==> config.mk <==
export PLATFORM = sky130hd
export DESIGN_NAME = mult_div_seq_flat
export DESIGN_NICKNAME = d
export VERILOG_FILES = /design/src/rtl/mult_div_seq_if.sv /design/src/rtl/mult_div_seq.sv /design/src/flat_wrapper.sv
export SDC_FILE = /design/constraint.sdc
export NUM_CORES = 1
export LEC_CHECK = 0
export CORE_UTILIZATION = 46
export DETAILED_ROUTE_END_ITERATION = 12
export PLACE_DENSITY = 0.66
export SLEW_MARGIN = 20
export SYNTH_ARGS = -nofsm -noshare
export SYNTH_HDL_FRONTEND = slang
export SYNTH_SLANG_ARGS = --single-unit
==> constraint.sdc <==
create_clock -name clk -period 10.3 [get_ports clk]
set_input_delay 2.06 -clock clk [delete_from_list [all_inputs] [get_ports clk]]
set_output_delay 2.06 -clock clk [all_outputs]
set_load 0.005 [all_outputs]
==> src/rtl/mult_div_seq_if.sv <==
// Request/result bundle between the control unit and mult_div_seq.
// The control unit is the master; the engine is the slave.
interface mult_div_seq_if;
    logic        start;
    logic        op;
    logic [31:0] a_in;
    logic [31:0] b_in;
    logic        busy;
    logic        done;
    logic        div_zero;
    logic [31:0] hi_out;
    logic [31:0] lo_out;

    modport master (
        output start, op, a_in, b_in,
        input  busy, done, div_zero, hi_out, lo_out
    );

    modport slave (
        input  start, op, a_in, b_in,
        output busy, done, div_zero, hi_out, lo_out
    );
endinterface

==> src/rtl/mult_div_seq.sv <==
// Sequential 32-bit signed MULT (Booth radix-2) / DIV (restoring) engine.
// Define MULTDIV_DIVZERO_EXC_EN to short-circuit divide-by-zero with div_zero.
module mult_div_seq (
    input logic           clk,
    input logic           reset,
    mult_div_seq_if.slave bus
);

    typedef enum logic [2:0] {
        S_IDLE,
        S_MULT,
        S_DIV,
        S_FIX,
        S_DONE
    } state_t;

    state_t      state_q, state_d;
    logic [4:0]  cnt_q, cnt_d;
    logic        op_q, op_d;
    logic [32:0] m_q, m_d;
    logic [32:0] acc_q, acc_d;
    logic [31:0] qr_q, qr_d;
    logic        qm1_q, qm1_d;
    logic        a_neg_q, a_neg_d;
    logic        b_neg_q, b_neg_d;
    logic [31:0] hi_q, hi_d;
    logic [31:0] lo_q, lo_d;

    logic        accept;
    logic        dz_start;
    logic [31:0] a_mag;
    logic [31:0] b_mag;
    logic [32:0] booth_sum;
    logic [32:0] r_sh;
    logic [32:0] trial;

    assign accept = bus.start &&
                    (state_q == S_IDLE || state_q == S_DONE);

`ifdef MULTDIV_DIVZERO_EXC_EN
    logic dz_q, dz_d;
    assign dz_start = accept && bus.op && (bus.b_in == 32'd0);
`else
    assign dz_start = 1'b0;
`endif

    assign a_mag = bus.a_in[31] ? (32'd0 - bus.a_in) : bus.a_in;
    assign b_mag = bus.b_in[31] ? (32'd0 - bus.b_in) : bus.b_in;

    always_ff @(posedge clk) begin
        if (reset) begin
            state_q <= S_IDLE;
            cnt_q   <= 5'd0;
            op_q    <= 1'b0;
            m_q     <= 33'd0;
            acc_q   <= 33'd0;
            qr_q    <= 32'd0;
            qm1_q   <= 1'b0;
            a_neg_q <= 1'b0;
            b_neg_q <= 1'b0;
            hi_q    <= 32'd0;
            lo_q    <= 32'd0;
`ifdef MULTDIV_DIVZERO_EXC_EN
            dz_q    <= 1'b0;
`endif
        end else begin
            state_q <= state_d;
            cnt_q   <= cnt_d;
            op_q    <= op_d;
            m_q     <= m_d;
            acc_q   <= acc_d;
            qr_q    <= qr_d;
            qm1_q   <= qm1_d;
            a_neg_q <= a_neg_d;
            b_neg_q <= b_neg_d;
            hi_q    <= hi_d;
            lo_q    <= lo_d;
`ifdef MULTDIV_DIVZERO_EXC_EN
            dz_q    <= dz_d;
`endif
        end
    end

    always_comb begin
        state_d = state_q;
        unique case (state_q)
            S_IDLE, S_DONE: begin
                if (accept) begin
                    if (dz_start)
                        state_d = S_DONE;
                    else if (bus.op)
                        state_d = S_DIV;
                    else
                        state_d = S_MULT;
                end else begin
                    state_d = S_IDLE;
                end
            end
            S_MULT, S_DIV: begin
                if (cnt_q == 5'd31)
                    state_d = S_FIX;
            end
            S_FIX:   state_d = S_DONE;
            default: state_d = S_IDLE;
        endcase
    end

    always_comb begin
        cnt_d     = cnt_q;
        op_d      = op_q;
        m_d       = m_q;
        acc_d     = acc_q;
        qr_d      = qr_q;
        qm1_d     = qm1_q;
        a_neg_d   = a_neg_q;
        b_neg_d   = b_neg_q;
        hi_d      = hi_q;
        lo_d      = lo_q;
        booth_sum = acc_q;
        r_sh      = {acc_q[31:0], qr_q[31]};
        trial     = r_sh - m_q;
`ifdef MULTDIV_DIVZERO_EXC_EN
        dz_d      = dz_q;
`endif
        if (accept) begin
            op_d    = bus.op;
            cnt_d   = 5'd0;
            acc_d   = 33'd0;
            qm1_d   = 1'b0;
            a_neg_d = bus.a_in[31];
            b_neg_d = bus.b_in[31];
`ifdef MULTDIV_DIVZERO_EXC_EN
            dz_d    = dz_start;
`endif
            if (bus.op) begin
                m_d  = {1'b0, b_mag};
                qr_d = a_mag;
            end else begin
                m_d  = {bus.a_in[31], bus.a_in};
                qr_d = bus.b_in;
            end
        end else begin
            unique case (state_q)
                S_MULT: begin
                    unique case ({qr_q[0], qm1_q})
                        2'b01:   booth_sum = acc_q + m_q;
                        2'b10:   booth_sum = acc_q - m_q;
                        default: booth_sum = acc_q;
                    endcase
                    acc_d = {booth_sum[32], booth_sum[32:1]};
                    qr_d  = {booth_sum[0], qr_q[31:1]};
                    qm1_d = qr_q[0];
                    cnt_d = cnt_q + 5'd1;
                end
                S_DIV: begin
                    // Sign bit of the 33-bit trial tells us whether R >= |b|.
                    if (!trial[32]) begin
                        acc_d = trial;
                        qr_d  = {qr_q[30:0], 1'b1};
                    end else begin
                        acc_d = r_sh;
                        qr_d  = {qr_q[30:0], 1'b0};
                    end
                    cnt_d = cnt_q + 5'd1;
                end
                S_FIX: begin
                    if (op_q) begin
                        lo_d = (a_neg_q ^ b_neg_q) ? (32'd0 - qr_q) : qr_q;
                        hi_d = a_neg_q ? (32'd0 - acc_q[31:0])
                                       : acc_q[31:0];
                    end else begin
                        hi_d = acc_q[31:0];
                        lo_d = qr_q;
                    end
                end
                default: begin
                end
            endcase
        end
    end

    always_comb begin
        bus.busy   = (state_q == S_MULT) ||
                     (state_q == S_DIV)  ||
                     (state_q == S_FIX);
        bus.done   = (state_q == S_DONE);
`ifdef MULTDIV_DIVZERO_EXC_EN
        bus.div_zero = (state_q == S_DONE) && dz_q;
`else
        bus.div_zero = 1'b0;
`endif
        bus.hi_out = hi_q;
        bus.lo_out = lo_q;
    end

endmodule

==> src/flat_wrapper.sv <==
// flat-port wrapper written by rule: the top's interface ports become plain ports
module mult_div_seq_flat 
  (clk, reset, bus_start, bus_op, bus_a_in, bus_b_in, bus_busy, bus_done, bus_div_zero, bus_hi_out, bus_lo_out);
  mult_div_seq_if bus_i ();
  input logic clk;
  input logic reset;
  input wire logic [$bits(bus_i.start)-1:0] bus_start;
  input wire logic [$bits(bus_i.op)-1:0] bus_op;
  input wire logic [$bits(bus_i.a_in)-1:0] bus_a_in;
  input wire logic [$bits(bus_i.b_in)-1:0] bus_b_in;
  output wire logic [$bits(bus_i.busy)-1:0] bus_busy;
  output wire logic [$bits(bus_i.done)-1:0] bus_done;
  output wire logic [$bits(bus_i.div_zero)-1:0] bus_div_zero;
  output wire logic [$bits(bus_i.hi_out)-1:0] bus_hi_out;
  output wire logic [$bits(bus_i.lo_out)-1:0] bus_lo_out;
  assign bus_i.start = bus_start;
  assign bus_i.op = bus_op;
  assign bus_i.a_in = bus_a_in;
  assign bus_i.b_in = bus_b_in;
  assign bus_busy = bus_i.busy;
  assign bus_done = bus_i.done;
  assign bus_div_zero = bus_i.div_zero;
  assign bus_hi_out = bus_i.hi_out;
  assign bus_lo_out = bus_i.lo_out;
  mult_div_seq u_core (.clk(clk), .reset(reset), .bus(bus_i));
endmodule
[Yosys cells after proc, flatten, opt, wreduce, memory -nomap -nowiden]
Cells that the tools add are included.
Storage, ports and cells
  register bits: 174
  input port bits: 68
  output and inout bits: 67
Operators by class
  $add $sub $neg: 8
  eq/ne operators: 8
  mux-type cells: 18
  bitwise logic cells: 2
  reductions and logical operators: 11
Operator list (count)
  $mux 32: 8
  $pmux 33 s2: 2
  $sub 1x32->32 const A: 4
  $mux 33: 2
  $sub 33x33->33: 2
  $pmux 32 s2: 1
  $add 33x33->33: 1
  $pmux 3 s3: 1
  $eq 3x2->1 const B: 2
  $reduce_or 2->1: 3
  $add 5x1->5 const B: 1
  $eq 5x5->1 const B: 1
  $mux 2: 2
  $eq 3x1->1 const B: 1
  $eq 3x3->1 const B: 1
  $logic_not 3->1: 1
  $logic_or 1x1->1: 3
  $mux 3: 1
  $reduce_bool 3->1: 1
  $eq 2x1->1 const B: 1
  $eq 2x2->1 const B: 1
  $ne 2x1->1 const B: 1
  $reduce_and 2->1: 1
  $reduce_bool 2->1: 1
  4 further kinds: 4

[Depth between registers and ports, before layout]
  depth after elaboration: 5
  mapped depth: 16
  depth with buffers taken out: 16

[Least setup slack after synthesis]
Ideal clock, no wire load.
  path type: input to register
  start point: in bus_a_in[1]
  end point: reg u_core.qr_q[28]
  setup time: 0.074 ns
  arrival: 4.715 ns
  required time: 10.226 ns
  slack: 5.511 ns
  stages on the path: 11
  path buffers: 0
  cells stage by stage: inv_1 -> ha_1 -> or3b_2 -> or3_1 -> nor3_2 -> nand3_1 -> or4_1 -> o41ai_1 -> xor2_1 -> a2111o_1 -> o21ai_0
Between the ends
  word-level cells in the longest chain between the ends: 4
RTL lines
  start: declaration: line flat_wrapper.sv:9  | input wire logic [$bits(bus_i.a_in)-1:0] bus_a_in;
  $sub 1x32->32: line mult_div_seq.sv:47  | assign a_mag = bus.a_in[31] ? (32'd0 - bus.a_in) : bus.a_in;
  $mux 32: line mult_div_seq.sv:47
  $mux 32: line mult_div_seq.sv:135  | if (bus.op) begin
  $mux 32: line mult_div_seq.sv:125  | if (accept) begin
  end signal: assignment: line mult_div_seq.sv:72  | qr_q <= qr_d;
  end: declaration: line mult_div_seq.sv:22  | logic [31:0] qr_q, qr_d;
Every way passes these cells.
A chain may end at the register's enable or synchronous reset.

[Worst setup path in the final report]
  start point: in bus_a_in[0]
  end point: reg u_core.qr_q[28]
Same word-level chain as after synthesis.

==> flow_metrics.tcl <==
set metrics [dict create \
    seq_power_share_pct 30.0 \
    crit_chain "clkdlybuf4s50_1, inv_1, ha_1, or3b_2, or3_1, nor3_2, nand3_1, or4_1, o41ai_1, xor2_1, a2111o_1, o21ai_0" \
    ios 135 \
    hp-class "flip-flop to flip-flop" \
    cts_resized 0 \
    ys.flop_type "dfxtp_1" \
    layout-drive-gt1-share_pct 4.069 \
    design.die.area_sq_um 32400 \
    cp.required_ns 10.70 \
    slew_violations 0 \
    setup_viol 0 \
    cts.clk_slew.worst_paths_ns 0.08 \
    syn_nets 2126 \
    cts_buffers 17 \
    grt_max_degree 105 \
    clkSinkCount 174 \
    pwr-share-comb_pct 43.2 \
    grt_pass1_wl_um 78800 \
    p_switching_mw 1.107 \
    drc 0 \
    max_slew_margin_pct 33.12 \
    rsz0062_at_grt "no" \
    synth.avg_cell_area_sq_um 7.347 \
    crit_path_start_kind "input pin" \
    routed_wl_um 49930 \
    p_total_mw 2.650 \
    cts_setup_buffers 0 \
    row_count 64 \
    clockRootBuffer "clkbuf_16" \
    grt_pass1_vias 14147 \
    crit_family "simple AND/OR/NAND/NOR gates" \
    tns_ns 0 \
    place_congestion 0.9451 \
    cap_violations 0 \
    crit_fanout 5 \
    yosysSeqAreaShare_pct 23.90 \
    start_util_pct 47.16 \
    fin_crit_sh_pct 50.31 \
    ys_types 77 \
    dp_hpwl_um 36370 \
    via_per_inst 6.209 \
    path_class "input pin to flip-flop" \
    tightest_slew_ns 1.001 \
    timing.critical_path.buf_inv 2 \
    die_x_um 180.0 \
    ir_worst_vdd_mv 0.1390 \
    p_leak_nw 6.159 \
    grt_usage_pct 30.63 \
    htree_levels 4 \
    ant_nets 0 \
    syn-instance-count 1984 \
    p_int_mw 1.542 \
    max_stage_delay_ns 0.50 \
    power_per_cell_area_nw_per_um2 158.5 \
    io_buffer_count 133 \
    clock_power_share_pct 26.8 \
    drt_first_pass_iters 5 \
    fin_crit_ns 5.182 \
    layout.cells.non_filler 2436 \
    clock_path_buffers 2 \
    p_sw_share_pct 41.79 \
    clock_latency_ns 0.47 \
    cts_tree "yes" \
    maxClockFrequency_mhz 193.0 \
    hold_viol_final 0 \
    area_growth_pct 14.67 \
    clock_skew_ns 0.01472 \
    cp.arrival_ns 5.59 \
    grt_antenna_before_repair 0 \
    cts_hold_buf 0 \
    async_reset_ff_share_pct 0 \
    drt_iter0_markers 1263 \
    grt_overflow_total 0 \
    antennaDiodeCount 0 \
    yosys_warnings 0 \
    synth-edff-count 0 \
    crit_slowest_cell "or3b_2" \
    status "finished, final reports clean" \
    core_area_sq_um 30910 \
    vias 15125 \
    dpl_cell_area_sq_um 16080 \
    endpoint_kind "flip-flop" \
    nFillCells 2999 \
    dp_cells 2403 \
    synth_seq_cells 174 \
    stdcell_area_sq_um 16710 \
    fp.dieH_um 180.0 \
    synthesis.area_sq_um 14580 \
    nets 2169 \
    wl_per_cell_um 20.50 \
]
-- power by group through the flow --
stage	sequential, mW	clock (mW)	combinational (mW)
after floorplan	0.777	0	0.824
after global placement	0.807	0	1.11
after detailed placement	0.808	0	1.12
after CTS	0.792	0.717	1.13
after global routing	0.802	0.743	1.25
final	0.795	0.710	1.14
-- flip-flops by register name, indices dropped and copies added, names as in the netlist --
name and flops:
u_core.bus.lo_out 32, u_core.b_neg_q 1, u_core.acc_q 33, u_core.a_neg_q 1, u_core.qr_q 32, u_core.state_q 3, u_core.op_q 1, u_core.cnt_q 5
u_core.bus.hi_out 32, u_core.m_q 33, u_core.qm1_q 1
-- path summary, 6_finish.rpt --
kind,depth (start not counted),slack [ns],from,end
max,12,5.12,bus_a_in[0],u_core.qr_q[28]
min,2,0.45,u_core.bus.hi_out[31],u_core.bus.hi_out[31]
max reg2reg,15,5.28,u_core.m_q[2],u_core.acc_q[28]
min reg2reg,2,0.45,u_core.bus.hi_out[31],u_core.bus.hi_out[31]
-- through the flow --
stage	hold slack, ns	setup slack [ns]	util, %
floorplan	0.4362	5.511	-
global placement	0.4414	4.741	52.02
detailed placement	0.4455	4.633	52.02
CTS	0.4548	5.126	54.03
global route	0.4678	4.871	54.08
finish	0.4540	5.118	54.08
-- placed cells by master, fill, tap and decap left out, drive strengths merged, types with 14 or more instances in the layout --
master         count
buf               24
clkbuf            17
a21oi            189
o22ai             30
ha                72
and2              18
nor2             207
a21o              37
nand2            200
nand2b            21
inv               73
xnor2            112
o31ai             25
xor2              87
a31oi             32
nor4              22
mux2i             31
o21ai            104
clkdlybuf4s50    130
nand3             35
or4               16
o41ai             14
o21a              15
o211ai            65
or3               20
dfxtp            174
a211oi            85
and3              17
nor3              39
-- cell families after synthesis --
family	share of synthesized area [%]
fa+ha+maj	6.455
simple gates	20.33
mux	2.129
other cells	0.02573
buf+inv	5.219
flops	23.90
xor+xnor	12.01
compound gates	29.93
-- final cells by class --
cell class	instances	area, sq um	area share, %
Inverter	67	251.5	1.505
Sequential cell	174	3483	20.84
Multi-Input combinational cell	1613	10370	62.05
Timing Repair Buffer	154	1491	8.923
Clock buffer	17	425.4	2.545
Clock inverter	15	196.4	1.175
Tap cell	396	495.5	2.964
-- worst register-to-register path: stages, from the launching register on --
cell      delay (ns)
dfxtp_1         0.35
nor3_1          0.51
and3_1          0.30
and2_0          0.35
nor3b_1         0.64
a21oi_1         0.19
xnor2_1         0.31
ha_1            0.34
nand2_1         0.14
nor3_1          0.10
and4_1          0.21
a211o_1         0.34
a221oi_1        0.51
o21ai_0         0.22
xnor2_1         0.16
a221oi_1        0.24
-- synth_stat cells, types with 19 or more instances --
master / instances / area, sq um
nor2_1: 207 / 777.0
nand2_1: 200 / 750.7
a21oi_1: 189 / 945.9
dfxtp_1: 174 / 3483
xnor2_1: 111 / 972.2
o21ai_0: 104 / 520.5
clkbuf_1: 103 / 386.6
xor2_1: 87 / 762.0
a211oi_1: 85 / 638.1
ha_1: 72 / 900.9
inv_1: 67 / 251.5
o211ai_1: 65 / 488.0
nor3_1: 38 / 190.2
a21o_1: 37 / 277.8
nand3_1: 35 / 175.2
a31oi_1: 32 / 200.2
mux2i_1: 31 / 310.3
o22ai_1: 30 / 187.7
o31ai_1: 24 / 180.2
nand2b_1: 21 / 131.4
or3_1: 20 / 125.1
buf_1: 19 / 71.32
nor4_1: 19 / 118.9
-- layer usage --
layer	wire, um	GRT usage [%]	vias up
li1	-	-	7298
met1	22750	41.67	7091
met2	21810	47.78	623
met3	3499	4.790	113
met4	1866	13.57	0
met5	0	0	-
Note: power is estimated with default switching activity, not from simulation.
==> RTL edit 1, RTL diff (same settings) <==
Re-encode `state_t` (5 states) as one-hot, 5 bits wide.
--- a/src/rtl/mult_div_seq.sv
+++ b/src/rtl/mult_div_seq.sv
@@ -7,10 +7,10 @@
 );
 
-    typedef enum logic [2:0] {
-        S_IDLE,
-        S_MULT,
-        S_DIV,
-        S_FIX,
-        S_DONE
+    typedef enum logic [4:0] {
+        S_IDLE = 5'b00001,
+        S_MULT = 5'b00010,
+        S_DIV  = 5'b00100,
+        S_FIX  = 5'b01000,
+        S_DONE = 5'b10000
     } state_t;
 
Check against the original RTL: same outputs for any inputs over 10 cycles, from zero or initial values and one cycle with reset high; not proved beyond that.
==> RTL edit 1 against the original RTL <==
- sequential cell count increased by 2
- design area is 0.34% lower
- power fell by 18%
- sequential share of layout area up 0.31 points
- synthesized area is 0.32% higher
- first-iteration DRC count increased by 12%
- wire length fell by 2.1%
- setup slack improved by 0.20 ns
- critical path type is now reg -> reg
- critical endpoint is now u_core.acc_q[32]
- largest cell class unchanged
- largest power group is now registers
==> RTL edit 1: results (changes against the original RTL) <==
Synth:
- The count of cell types in the netlist is 78 (was 77).
- The warning count from the yosys run is 0 (unchanged).
- The post-synthesis net count is 2160 (was 2126).
- Main area contributors after synthesis: dfxtp_1, a21oi_1, nor2_1 (was dfxtp_1, xnor2_1, a21oi_1).
- Synth top cells by count: nor2_1, a21oi_1, nand2_1 (was nor2_1, nand2_1, a21oi_1).

Routing:
- The count of TritonRoute iterations in the first routing pass is 6 (was 5).
- The total routed wire length on the met1 layer is 22.36 mm (was 22.75 mm).
- The length of routed met3 wiring is 4.321 mm (was 3.499 mm).
- The initial DRC count is 1416 (was 1263).
- The met2 routed wirelength came to 20.92 mm (was 21.81 mm).
- The wire length after detailed routing is 48.86 mm (was 49.93 mm).
- The vias per cell came to 6.152 (was 6.209).

Final layout:
- The share of post-route cells with drive strength above 1 is 4.033% (was 4.069%).
- The filler cell count in the final layout is 3026 (was 2999).

Worst setup path:
- The maximum fanout along the worst path was 6 (was 5).
- The critical path's slowest cell is nor4_2 (was or3b_2).
- The gate family responsible for the most delay along the worst path is compound AO/OA/AOI/OAI gates (was simple AND/OR/NAND/NOR gates).
- The data arrival time of the critical path is 5.33 ns (was 5.59 ns).
- The peak per-stage delay on the critical path is 0.48 ns (was 0.50 ns).

Global routing:
- The largest net degree at the start of global routing is 120 (was 105).
- The number of global-route vias before repair was 13700 (was 14147).
- The combined global-route utilization of all metal layers is 29.26% (was 30.63%).

STA:
- The final setup skew is 0.01384 ns (was 0.01472 ns).
- The highest clock rate is 200.9 MHz (was 193.0 MHz).

Place:
- The placed wire-length estimate is 35.83 mm (was 36.37 mm).
- The worst slack at placement is 4.975 ns (was 4.633 ns).
- The placer congestion estimate was 0.9839 (was 0.9451).

Clocking:
- The clock insertion delay at the later pin of the skew report is 0.46 ns.

Pwr:
- The leakage power is 6.146 nW (was 6.159 nW).
- The power dissipated by switching net loads is 854.7 uW (was 1.107 mW).
- The worst IR drop on VDD is 0.1264 mV (was 0.1390 mV).

Status:
- Outcome: completed (unchanged).
[RTL edit 1: changes by cell type after synthesis, sizes merged, moves of 20 or more]
| cell | unedited run | this run |
|---|---|---|
| nand2 | 200 | 180 |
| xor2 | 87 | 109 |
| o211ai | 65 | 26 |
| a21oi | 189 | 210 |
| nor3 | 39 | 59 |
| nor2 | 207 | 267 |
| xnor2 | 112 | 86 |
| clkbuf | 105 | 127 |
[RTL edit 1: per-layer routing]
layer,GRT usage [%],up-vias
met5,0,-
li1,-,7400
met4,10.46,0
met2,44.28,615
met3,7.417,81
met1,39.98,7002
[RTL edit 1: final cells by class]
| type | count | area, um2 | share of cell area [%] |
|---|---|---|---|
| well taps | 396 | 495.5 | 2.974 |
| repair buffers | 150 | 1465 | 8.795 |
| clock buffers | 17 | 425.4 | 2.554 |
| flip-flops and latches | 176 | 3523 | 21.15 |
| inverters | 64 | 240.2 | 1.442 |
| clock inverters | 15 | 166.4 | 0.9989 |
| multi-input cells | 1636 | 10340 | 62.08 |
[RTL edit 1: worst register-to-register path, delay by kind of cell (launching register included)]
family	cells	cell delay (ns)
mux	2	0.62
compound gates	6	1.71
fa+ha+maj	1	0.36
xor+xnor	1	0.27
flops	1	0.37
simple gates	5	1.54
[RTL edit 1: metrics by stage]
stage	hold slack (ns)	cells	instance area [um2]
floorplan	0.4362	2018	14620
global placement	0.4416	2421	16050
detailed placement	0.4437	2421	16050
CTS	0.4547	2453	16640
finish	0.4509	2454	16660
global route	0.4687	2454	16660
[RTL edit 1: kinds of logic after synthesis]
family	count (synthesis)	share of synthesized area, %
AOI/OAI and AO/OA	658	29.09
DFF	176	24.10
muxes	24	1.720
and+or+nand+nor	684	21.58
adders and majority gates	74	6.434
xor gates and xnor gates	195	11.68
buffers and inverters	206	5.373
other	1	0.02564
[RTL edit 1: path summary, 6_finish.rpt]
path | from | endpoint | slack [ns] | cells past startpoint
min | u_core.bus.hi_out[0] | u_core.bus.hi_out[0] | 0.45 | 2
min reg2reg | u_core.bus.hi_out[0] | u_core.bus.hi_out[0] | 0.45 | 2
max | u_core.m_q[5] | u_core.acc_q[32] | 5.32 | 15
max reg2reg | u_core.m_q[5] | u_core.acc_q[32] | 5.32 | 15
[RTL edit 1: power groups by stage]
stage / clock [mW] / sequential [mW] / combinational (mW)
after floorplan: 0 / 0.748 / 0.551
after global placement: 0 / 0.776 / 0.719
after detailed placement: 0 / 0.777 / 0.727
after CTS: 0.680 / 0.761 / 0.732
after global routing: 0.709 / 0.767 / 0.813
final: 0.672 / 0.765 / 0.743
==> RTL edit 2, RTL diff (config.mk and constraints unchanged) <==
Without the edit above. Add a define of `MULTDIV_DIVZERO_EXC_EN`.
--- a/src/rtl/mult_div_seq.sv
+++ b/src/rtl/mult_div_seq.sv
@@ -1,4 +1,6 @@
 // Sequential 32-bit signed MULT (Booth radix-2) / DIV (restoring) engine.
 // Define MULTDIV_DIVZERO_EXC_EN to short-circuit divide-by-zero with div_zero.
+`define MULTDIV_DIVZERO_EXC_EN
+
 module mult_div_seq (
     input logic           clk,
Check against the original RTL: not equivalent (a bounded check fails within 4 cycles, from zero or initial values and one cycle with reset high).
==> RTL edit 2 against the original RTL <==
- die area is 2.2% lower
- register-to-register slack better by 0.35 ns
- via count is 2.9% lower
- synthesized area is 2.2% lower
- setup slack worse by 0.16 ns
- design area is 2.2% lower
- wire length is 6.4% lower
- largest cell class unchanged
- cell count is 1.6% lower
- sequential cell count is 1 higher
- clock skew is 0.0028 ns higher
- sequential share of layout area is 0.59 points higher
- power is 1.6% lower
- largest power group unchanged
==> RTL edit 2: results (changes against the original RTL) <==
Status:
- Outcome: completed (unchanged).

Place:
- The placed wire-length estimate was 35.13 mm (was 36.37 mm).
- The count of buffers inserted at the top-level ports came to 134 (was 133).
- The placer congestion estimate was 0.9223 (was 0.9451).

Synth:
- Synth top cells by count: nor2_1, a21oi_1, nand2_1 (was nor2_1, nand2_1, a21oi_1).
- The count of cell types in the netlist was 65 (was 77).
- Main area contributors after synthesis: dfxtp_1, a21oi_1, xor2_1 (was dfxtp_1, xnor2_1, a21oi_1).
- The sequential cell area fraction in the yosys report is 24.59% (was 23.90%).
- The post-synthesis net count is 2099 (was 2126).

Global routing:
- The largest net degree at the start of global routing is 111 (was 105).
- The combined global-route utilization of all metal layers is 29.36% (was 30.63%).
- The number of global-route vias before repair is 12921 (was 14147).
- The first-pass GRT wire length is 72.94 mm (was 78.80 mm).

Clocking:
- The clock insertion delay at the later pin of the skew report is 0.45 ns (was 0.47 ns).

Pwr:
- The leakage power is 5.855 nW (was 6.159 nW).
- The worst IR drop on VDD is 0.1091 mV (was 0.1390 mV).
- The power dissipated by switching net loads came to 1.105 mW (was 1.107 mW).

Routing:
- The average wire per standard cell is 19.49 um (was 20.50 um).
- The via count of the routed design is 14682 (was 15125).
- The initial DRC count is 1155 (was 1263).

Final layout:
- Leading registers by flop count: u_core.acc_q (33), u_core.m_q (33) (unchanged).
- The number of nets in the final layout is 2131 (was 2169).
- The filler cell count in the final layout was 2951 (was 2999).
- The share of post-route cells with drive strength above 1 is 4.046% (was 4.069%).

STA:
- The final count of pins violating max slew is 0 (unchanged).
- The final setup skew is 0.01752 ns (was 0.01472 ns).
- The worst max-slew margin expressed relative to the limit is 29.19% (was 33.12%).

Worst setup path:
- The peak per-stage delay on the critical path is 0.55 ns (was 0.50 ns).
- The maximum fanout along the worst path came to 6 (was 5).
- The number of cells on the worst reg-to-reg path is 15 (unchanged).
- The critical path's slowest cell is or4_1 (was or3b_2).
- The data arrival time of the critical path is 5.68 ns (was 5.59 ns).
- The worst reg-to-reg setup slack came to 5.63 ns (was 5.28 ns).
RTL edit 2: cell types whose count changed after synthesis, moves of 7 or more:
cell,unedited run,this run
a211oi_1,85,108
a21o_1,37,22
a21oi_1,189,201
clkbuf_1,103,118
mux2i_1,31,9
nand2_1,200,184
nor2_1,207,230
nor3_1,38,24
o21a_1,15,8
o21bai_1,10,3
o22ai_1,30,22
or4_1,14,21
xnor2_1,111,96
xor2_1,87,104
RTL edit 2: cell type report:
class	instances	area share, %
clock buffers	17	2.602
clock inverters	15	1.278
inverters	64	1.469
multi-input cells	1582	61.36
flip-flops and latches	175	21.43
well taps	396	3.031
repair buffers	149	8.832
RTL edit 2: worst paths after layout:
path	from	to
setup / recovery	bus_a_in[2]	u_core.qr_q[29]
hold / removal	u_core.bus.lo_out[30]	u_core.bus.lo_out[30]
hold reg to reg	u_core.bus.lo_out[30]	u_core.bus.lo_out[30]
setup reg to reg	u_core.m_q[2]	u_core.acc_q[30]
RTL edit 2: power by group through the flow:
stage	Combinational (mW)	Sequential, mW	Clock, mW
6_report	1.10	0.816	0.689
5_1_grt	1.22	0.822	0.728
4_1_cts	1.09	0.811	0.697
3_5_place_dp	1.08	0.827	0
3_3_place_gp	1.07	0.825	0
2_1_floorplan	0.828	0.781	0
RTL edit 2: metal layers:
metal / vias up / GRT usage [%] / share of wire [%]
met2: 556 / 43.13 / 42
met5: - / 0 / 0
met1: 6844 / 42.94 / 47
met4: 0 / 8.868 / 2.4
li1: 7212 / - / -
met3: 70 / 5.371 / 8.3
RTL edit 2: kinds of logic (layout without fill, tap and decap cells):
logic type,Yosys count,count (layout),synth area share (%)
mux,12,12,0.8693
flops,175,175,24.59
xor+xnor,200,200,12.29
simple gates,631,631,20.35
fa+ha+maj,74,74,6.603
buf+inv,200,245,5.295
compound gates,665,665,30.01
RTL edit 2: worst min-delay path, cell delays in order (launching register included):
cell	delay (ns)
dfxtp_1	0.32
nand2_1	0.05
a21oi_1	0.05
RTL edit 2: metrics by stage:
step                      setup WS, ns  cell area [um2]  std cells  hold slack (ns)
after global routing             4.736            16350       2398           0.4879
after CTS                        4.989            16350       2398           0.4617
final                            4.958            16350       2398           0.4633
after floorplan                  5.278            14250       1957           0.4321
after global placement           4.597            15710       2366           0.4419
after detailed placement         4.540            15710       2366           0.4521
